==> config.mk <==
export PLATFORM = sky130hd
export DESIGN_NAME = gol_engine_flat
export DESIGN_NICKNAME = d
export VERILOG_FILES = /design/src/rtl/gol_engine_if.sv /design/src/rtl/gol_engine.sv /design/src/flat_wrapper.sv
export SDC_FILE = /design/constraint.sdc
export NUM_CORES = 2
export LEC_CHECK = 0
export BUFFER_PORTS_ARGS = -buffer_cell sky130_fd_sc_hd__buf_4
export CELL_PAD_IN_SITES_DETAIL_PLACEMENT = 0
export CELL_PAD_IN_SITES_GLOBAL_PLACEMENT = 2
export CORE_ASPECT_RATIO = 0.7
export CORE_MARGIN = 3
export CORE_UTILIZATION = 30
export CTS_CLUSTER_DIAMETER = 150
export DETAILED_ROUTE_END_ITERATION = 10
export PLACE_DENSITY = 0.71
export RECOVER_POWER = 25
export REMOVE_ABC_BUFFERS = 1
export SLEW_MARGIN = 10
export SYNTH_ARGS = -nofsm -noshare
export SYNTH_HDL_FRONTEND = slang
export SYNTH_SLANG_ARGS = --single-unit
==> constraint.sdc <==
create_clock -name clk -period 5.8 [get_ports clk]
set_input_delay 0.29 -clock clk [delete_from_list [all_inputs] [get_ports clk]]
set_output_delay 0.29 -clock clk [all_outputs]
set_load 0.01 [all_outputs]
==> src/rtl/gol_engine_if.sv <==
// gol_engine_if -- control/data bundle for the Game of Life engine.
//   master : drives the seed grid, the command strobes, wrap_mode and max_gen,
//            and observes the generation, counter and status flags.
//   slave  : the engine side, the mirror image of master.
interface gol_engine_if #(
    parameter int ROWS  = 16,
    parameter int COLS  = 16,
    parameter int GEN_W = 16
);
    logic [ROWS*COLS-1:0] grid_in;
    logic                 load;
    logic                 start;
    logic                 step;
    logic                 stop;
    logic                 wrap_mode;
    logic [GEN_W-1:0]     max_gen;
    logic [ROWS*COLS-1:0] q;
    logic [GEN_W-1:0]     gen_count;
    logic                 busy;
    logic                 done;
    logic                 stable;
    logic                 extinct;

    modport master (
        output grid_in, load, start, step, stop, wrap_mode, max_gen,
        input  q, gen_count, busy, done, stable, extinct
    );

    modport slave (
        input  grid_in, load, start, step, stop, wrap_mode, max_gen,
        output q, gen_count, busy, done, stable, extinct
    );
endinterface

==> src/rtl/gol_engine.sv <==
// gol_engine -- Conway's Game of Life on a ROWS x COLS grid.
// Ports:
//   clk   : single clock, all state changes on the rising edge
//   reset : synchronous, active-low
//   bus   : gol_engine_if.slave (seed grid, load/start/step/stop commands,
//           wrap_mode, max_gen limit; q, gen_count, busy/done/stable/extinct)
// Cell (r,c) lives at bit (ROWS-1-r)*COLS + (COLS-1-c), so row 0 is in the MSBs.
// The next generation is computed combinationally for the whole grid; the
// FSM (IDLE/RUN/DONE) decides when it is committed to q.
module gol_engine #(
    parameter int ROWS  = 16,
    parameter int COLS  = 16,
    parameter int GEN_W = 16
) (
    input  logic        clk,
    input  logic        reset,
    gol_engine_if.slave bus
);
    localparam int N = ROWS * COLS;
    localparam logic [GEN_W-1:0] GEN_MAX = '1;

    typedef enum logic [1:0] {IDLE, RUN, DONE} state_t;

    state_t           state_reg;
    logic [N-1:0]     q_reg;
    logic [N-1:0]     next_grid;
    logic [GEN_W-1:0] gen_reg;
    logic [GEN_W-1:0] gen_next;
    logic             busy_reg;
    logic             done_reg;
    logic             stable_reg;
    logic             extinct_reg;

    // Per-cell neighbour count. Neighbour positions are resolved at
    // elaboration: in-grid neighbours are wired straight to q, off-grid
    // ones are wired to the wrapped cell and gated by wrap_mode.
    genvar gi, gj, gk;
    generate
        for (gi = 0; gi < ROWS; gi++) begin : g_row
            for (gj = 0; gj < COLS; gj++) begin : g_col
                localparam int SELF = (ROWS-1-gi)*COLS + (COLS-1-gj);
                logic [7:0] nb;
                logic [3:0] cnt;
                for (gk = 0; gk < 8; gk++) begin : g_nb
                    // K walks the 3x3 window row-major, skipping the centre (4)
                    localparam int K      = (gk < 4) ? gk : gk + 1;
                    localparam int RA     = gi + K/3 - 1;
                    localparam int CA     = gj + K%3 - 1;
                    localparam int RW     = (RA + ROWS) % ROWS;
                    localparam int CW     = (CA + COLS) % COLS;
                    localparam int IDX    = (ROWS-1-RW)*COLS + (COLS-1-CW);
                    localparam bit INSIDE = (RA >= 0) && (RA < ROWS) &&
                                            (CA >= 0) && (CA < COLS);
                    if (INSIDE) begin : g_in
                        assign nb[gk] = q_reg[IDX];
                    end else begin : g_edge
                        assign nb[gk] = bus.wrap_mode & q_reg[IDX];
                    end
                end
                assign cnt = 4'($countones(nb));
                assign next_grid[SELF] = (cnt == 4'd3) | (q_reg[SELF] & (cnt == 4'd2));
            end
        end
    endgenerate

    // Saturating increment: the counter never wraps past all ones.
    assign gen_next = (gen_reg == GEN_MAX) ? gen_reg : gen_reg + 1'b1;

    always_ff @(posedge clk) begin
        if (!reset) begin
            state_reg   <= IDLE;
            q_reg       <= '0;
            gen_reg     <= '0;
            busy_reg    <= 1'b0;
            done_reg    <= 1'b0;
            stable_reg  <= 1'b0;
            extinct_reg <= 1'b0;
        end else if (bus.load) begin
            state_reg   <= IDLE;
            q_reg       <= bus.grid_in;
            gen_reg     <= '0;
            busy_reg    <= 1'b0;
            done_reg    <= 1'b0;
            stable_reg  <= 1'b0;
            extinct_reg <= 1'b0;
        end else if (bus.stop) begin
            // In IDLE this is a no-op (flags are already clear there), but it
            // still masks start/step so the priority order holds.
            state_reg   <= IDLE;
            busy_reg    <= 1'b0;
            done_reg    <= 1'b0;
            stable_reg  <= 1'b0;
            extinct_reg <= 1'b0;
        end else if (bus.start && state_reg != RUN) begin
            state_reg   <= RUN;
            busy_reg    <= 1'b1;
            done_reg    <= 1'b0;
            stable_reg  <= 1'b0;
            extinct_reg <= 1'b0;
        end else begin
            case (state_reg)
                IDLE: begin
                    if (bus.step) begin
                        q_reg   <= next_grid;
                        gen_reg <= gen_next;
                    end
                end
                RUN: begin
                    if (q_reg == '0) begin
                        extinct_reg <= 1'b1;
                        state_reg   <= DONE;
                        busy_reg    <= 1'b0;
                        done_reg    <= 1'b1;
                    end else if (next_grid == q_reg) begin
                        stable_reg <= 1'b1;
                        state_reg  <= DONE;
                        busy_reg   <= 1'b0;
                        done_reg   <= 1'b1;
                    end else begin
                        q_reg   <= next_grid;
                        gen_reg <= gen_next;
                        if ((bus.max_gen != '0 && gen_next == bus.max_gen) ||
                            gen_next == GEN_MAX) begin
                            state_reg <= DONE;
                            busy_reg  <= 1'b0;
                            done_reg  <= 1'b1;
                        end
                    end
                end
                DONE: begin
                    // q and flags frozen until load, stop or start
                end
                default: begin
                    state_reg <= IDLE;
                    busy_reg  <= 1'b0;
                    done_reg  <= 1'b0;
                end
            endcase
        end
    end

    assign bus.q         = q_reg;
    assign bus.gen_count = gen_reg;
    assign bus.busy      = busy_reg;
    assign bus.done      = done_reg;
    assign bus.stable    = stable_reg;
    assign bus.extinct   = extinct_reg;
endmodule
==> src/flat_wrapper.sv <==
// flat-port wrapper written by rule: the top's interface ports become plain ports
module gol_engine_flat 
#(
    parameter int ROWS  = 16,
    parameter int COLS  = 16,
    parameter int GEN_W = 16
)
  (clk, reset, bus_grid_in, bus_load, bus_start, bus_step, bus_stop, bus_wrap_mode, bus_max_gen, bus_q, bus_gen_count, bus_busy, bus_done, bus_stable, bus_extinct);
  gol_engine_if #(.ROWS(ROWS), .COLS(COLS), .GEN_W(GEN_W)) bus_i ();
  input  logic clk;
  input  logic reset;
  input wire logic [$bits(bus_i.grid_in)-1:0] bus_grid_in;
  input wire logic [$bits(bus_i.load)-1:0] bus_load;
  input wire logic [$bits(bus_i.start)-1:0] bus_start;
  input wire logic [$bits(bus_i.step)-1:0] bus_step;
  input wire logic [$bits(bus_i.stop)-1:0] bus_stop;
  input wire logic [$bits(bus_i.wrap_mode)-1:0] bus_wrap_mode;
  input wire logic [$bits(bus_i.max_gen)-1:0] bus_max_gen;
  output wire logic [$bits(bus_i.q)-1:0] bus_q;
  output wire logic [$bits(bus_i.gen_count)-1:0] bus_gen_count;
  output wire logic [$bits(bus_i.busy)-1:0] bus_busy;
  output wire logic [$bits(bus_i.done)-1:0] bus_done;
  output wire logic [$bits(bus_i.stable)-1:0] bus_stable;
  output wire logic [$bits(bus_i.extinct)-1:0] bus_extinct;
  assign bus_i.grid_in = bus_grid_in;
  assign bus_i.load = bus_load;
  assign bus_i.start = bus_start;
  assign bus_i.step = bus_step;
  assign bus_i.stop = bus_stop;
  assign bus_i.wrap_mode = bus_wrap_mode;
  assign bus_i.max_gen = bus_max_gen;
  assign bus_q = bus_i.q;
  assign bus_gen_count = bus_i.gen_count;
  assign bus_busy = bus_i.busy;
  assign bus_done = bus_i.done;
  assign bus_stable = bus_i.stable;
  assign bus_extinct = bus_i.extinct;
  gol_engine #(.ROWS(ROWS), .COLS(COLS), .GEN_W(GEN_W)) u_core (.clk(clk), .reset(reset), .bus(bus_i));
endmodule
==> impl_metrics.yaml <==
run_status:
  status: "complete, no violations"
route:
  wirelength_mm: 400
  ant_nets: 0
  vias_per_cell: 5.29
  first_pass_iters: 5
  vias: 65343
  drtIter0Drc: 7437
  drc: 0
  wl_per_cell_um: 32.4
worst_setup_path:
  arrival_ns: 6.38
  reg2reg_depth: 24
  start_kind: "flop"
  worst_ep_required_time_ns: 6.39
  criticalPathCategory: "flop to flop"
  critPathCaptureType: "flop"
  path_max_fanout: 9
synth:
  synth-adder-area-share: 0.517
  synthSimpleGateAreaFrac: 0.0971
  synth_seq_area_share: 0.0831
  synthesis.area_um2: 66500
  synth_top_family_by_area: "adder cells"
  synthMuxAreaShare: 0.0124
  synth_top_area_frac: 0.308
  synth_compound_area_frac: 0.130
  ys_seq_elements: 276
  synth-async-reset-ratio: 0
  synth_area_per_cell_um2: 8.91
  yosys.area_share.xor_xnor: 0.0175
  yosysUniqueCellTypes: 65
  synth_flop_cell: "dfxtp_1"
  ys_warn_count: 0
  netlist_instances: 7465
  synth_top_area_cell: "fa_1"
  synthTopCellsByArea: "fa_1, ha_1, inv_1"
  synth_enable_flop_cells: 0
timing:
  finalCritPeriodShare: 0.998
  rsz0062_at_grt: "true"
  worstMarginPinSlew_ns: 1.27
  setup_viol: 0
  drv_slew: 0
  fmax_ghz: 0.173
  timing_hold_violations_final: 0
  fin_skew_ns: 0.0348
  max_slew_margin: 0.151
  min_period_ns: 5.79
global_route:
  antenna_found_initial: 36
  grt_pass1_vias: 63799
  grt_pass1_wl_mm: 535
  grt_max_degree: 117
  grt-ovfl-total: 0
  grtUsageTotal: 0.341
cells_and_area:
  areaGrowthSynthToFinish_pct: 36.3
  nets: 11803
  final_layout_size_suffix_gt1_frac: 0.261
  fin_area_um2: 90700
  largest_register_ffs: 256
  layoutNonFillerInstCount: 12347
  nFillCells: 21982
placement:
  globalplace.congestion: 1.06
  dp.cells: 11932
  numPortBuffers: 554
  post-dp-hpwl_mm: 343
  dpl_cell_area_um2: 84000
power_and_ir_drop:
  power_density_nw_per_um2: 230
  p_leak_nw: 42.9
  fin_total_pwr_mw: 20.8
  max-vdd-ir-drop_mv: 0.238
cts:
  cts_buffer_depth: 3
  path_clk_slew_ns: 0.07
  cts_max_level: 2
  numCtsBuffers: 46
  cts_tree: "yes"
  clock_latency_ns: 0.70
  clkSinkCount: 276
  cts-root-buf: "clkbuf_16"
floorplan:
  num_rows: 143
  fp.dieH_um: 400
  num_io_pins: 555
  die_x_um: 569
  floorplan.initialDensity: 0.304
  core_um2: 219000
  dieArea_um2: 228000
hold_path:
  hold_class: "input port to flop"
  whs_path_depth: 3
job:
  drv_cap: 0
==> power breakdown <==
group	internal, mW	switching (mW)	leakage (nW)
combinational	5.98	8.99	39.8
clock	2.00	1.47	0.833
sequential	2.07	0.343	2.32
==> critical path: stages (launching register included) <==
cell	delay (ns)
dfxtp_4	0.42
buf_4	0.13
ha_2	0.22
inv_1	0.09
fa_1	0.58
fa_1	0.44
inv_1	0.08
ha_1	0.18
inv_1	0.06
fa_1	0.52
nand3_4	0.12
a222oi_1	0.34
buf_4	0.22
nand3_1	0.09
nor4_2	0.16
buf_4	0.18
nand4_1	0.17
buf_4	0.20
nor4_4	0.32
and4_4	0.32
buf_12	0.13
buf_12	0.18
clkbuf_16	0.20
o221ai_2	0.10
a21oi_1	0.19
==> final cells by class <==
class                   instances  area [um2]  area share
flip-flops and latches        276        5760      0.0635
clock buffers                  68        1420      0.0156
repair buffers               2154       18600       0.205
inverters                    2201        8290      0.0914
diodes                         18        45.0    0.000497
clock inverters                18         278     0.00306
well taps                    2900        3630      0.0400
multi-input cells            4712       52700       0.581
==> cell usage after synthesis (22+ instances only) <==
library cell / n
a21oi_1: 415
a221o_1: 194
a22oi_1: 32
a31oi_1: 63
and2_1: 22
buf_1: 23
clkbuf_1: 212
dfxtp_1: 276
fa_1: 1024
ha_1: 1109
inv_1: 2201
mux2i_1: 79
nand2_1: 221
nand3_1: 274
nand3b_1: 25
nand4_1: 84
nor2_1: 279
nor2b_1: 73
nor3b_1: 144
nor4_1: 49
o21ai_0: 84
o221ai_1: 74
o221ai_2: 120
o31ai_1: 36
xnor2_1: 99
xor2_1: 31
==> stage by stage <==
stage | util | setup TNS (ns) | hold WS [ns] | setup WS [ns]
after global routing | 0.414 | -3.39 | 0.0660 | -0.0701
after floorplan | - | -3010.85 | 0.399 | -13.40
final | 0.415 | 0 | 0.0425 | 0.00899
after CTS | 0.405 | -0.0933 | 0.00495 | -0.0217
after global placement | 0.384 | -172.48 | 0.474 | -0.845
after detailed placement | 0.384 | -190.21 | 0.474 | -0.825
==> kinds of logic (layout without fill, tap and decap cells) <==
logic type,count (synthesis),after routing
buffers and inverters,2477,4441
adders and majority gates,2133,2133
and+or+nand+nor,1245,1245
AOI/OAI and AO/OA,1121,1121
DFF,276,276
xor gates and xnor gates,131,131
muxes,82,82
other,0,18
==> timing repair <==
item	4_1_cts	5_1_grt
hold buffers	255	0
gates cloned	1	19
pin swaps	6	50
setup buffers	1	37
endpoints found under the setup margin	274	273
endpoints found under the hold margin	255	0
resized for setup	99	408
==> worst paths after layout <==
kind,startpoint,slack [ns],endpoint
min reg2reg,u_core.bus.extinct,0.49,u_core.bus.extinct
min,bus_grid_in[1],0.04,u_core.bus.q[1]
max,u_core.bus.q[155],0.009,u_core.bus.q[91]
max reg2reg,u_core.bus.q[155],0.009,u_core.bus.q[91]
==> layout by cell type (no fill, tap or decap), types with 36 or more instances in the layout <==
cell type      count
nand4_1           84
clkbuf_16         65
buf_4           1706
nor2_1           268
o21ai_0           73
nand2_1          209
nand3_1          246
mux2i_1           67
dfxtp_1          140
o221ai_1          71
ha_1            1072
o221ai_2         122
dfxtp_2          112
nor4_1            36
a221o_1          194
buf_12            91
o31ai_1           36
a31oi_1           62
nor2b_1           72
dlygate4sd3_1    255
inv_1           2181
xnor2_1           92
nor3b_1          106
fa_1            1019
buf_6             49
a21oi_1          397
==> per-layer routing <==
metal | up-vias | wire length [um] | track usage
li1 | 28152 | - | -
met1 | 33251 | 178000 | 0.494
met2 | 3458 | 161000 | 0.485
met3 | 466 | 46900 | 0.102
met4 | 16 | 14600 | 0.0965
met5 | - | 111 | 0
Note: power is estimated with default switching activity, not from simulation.
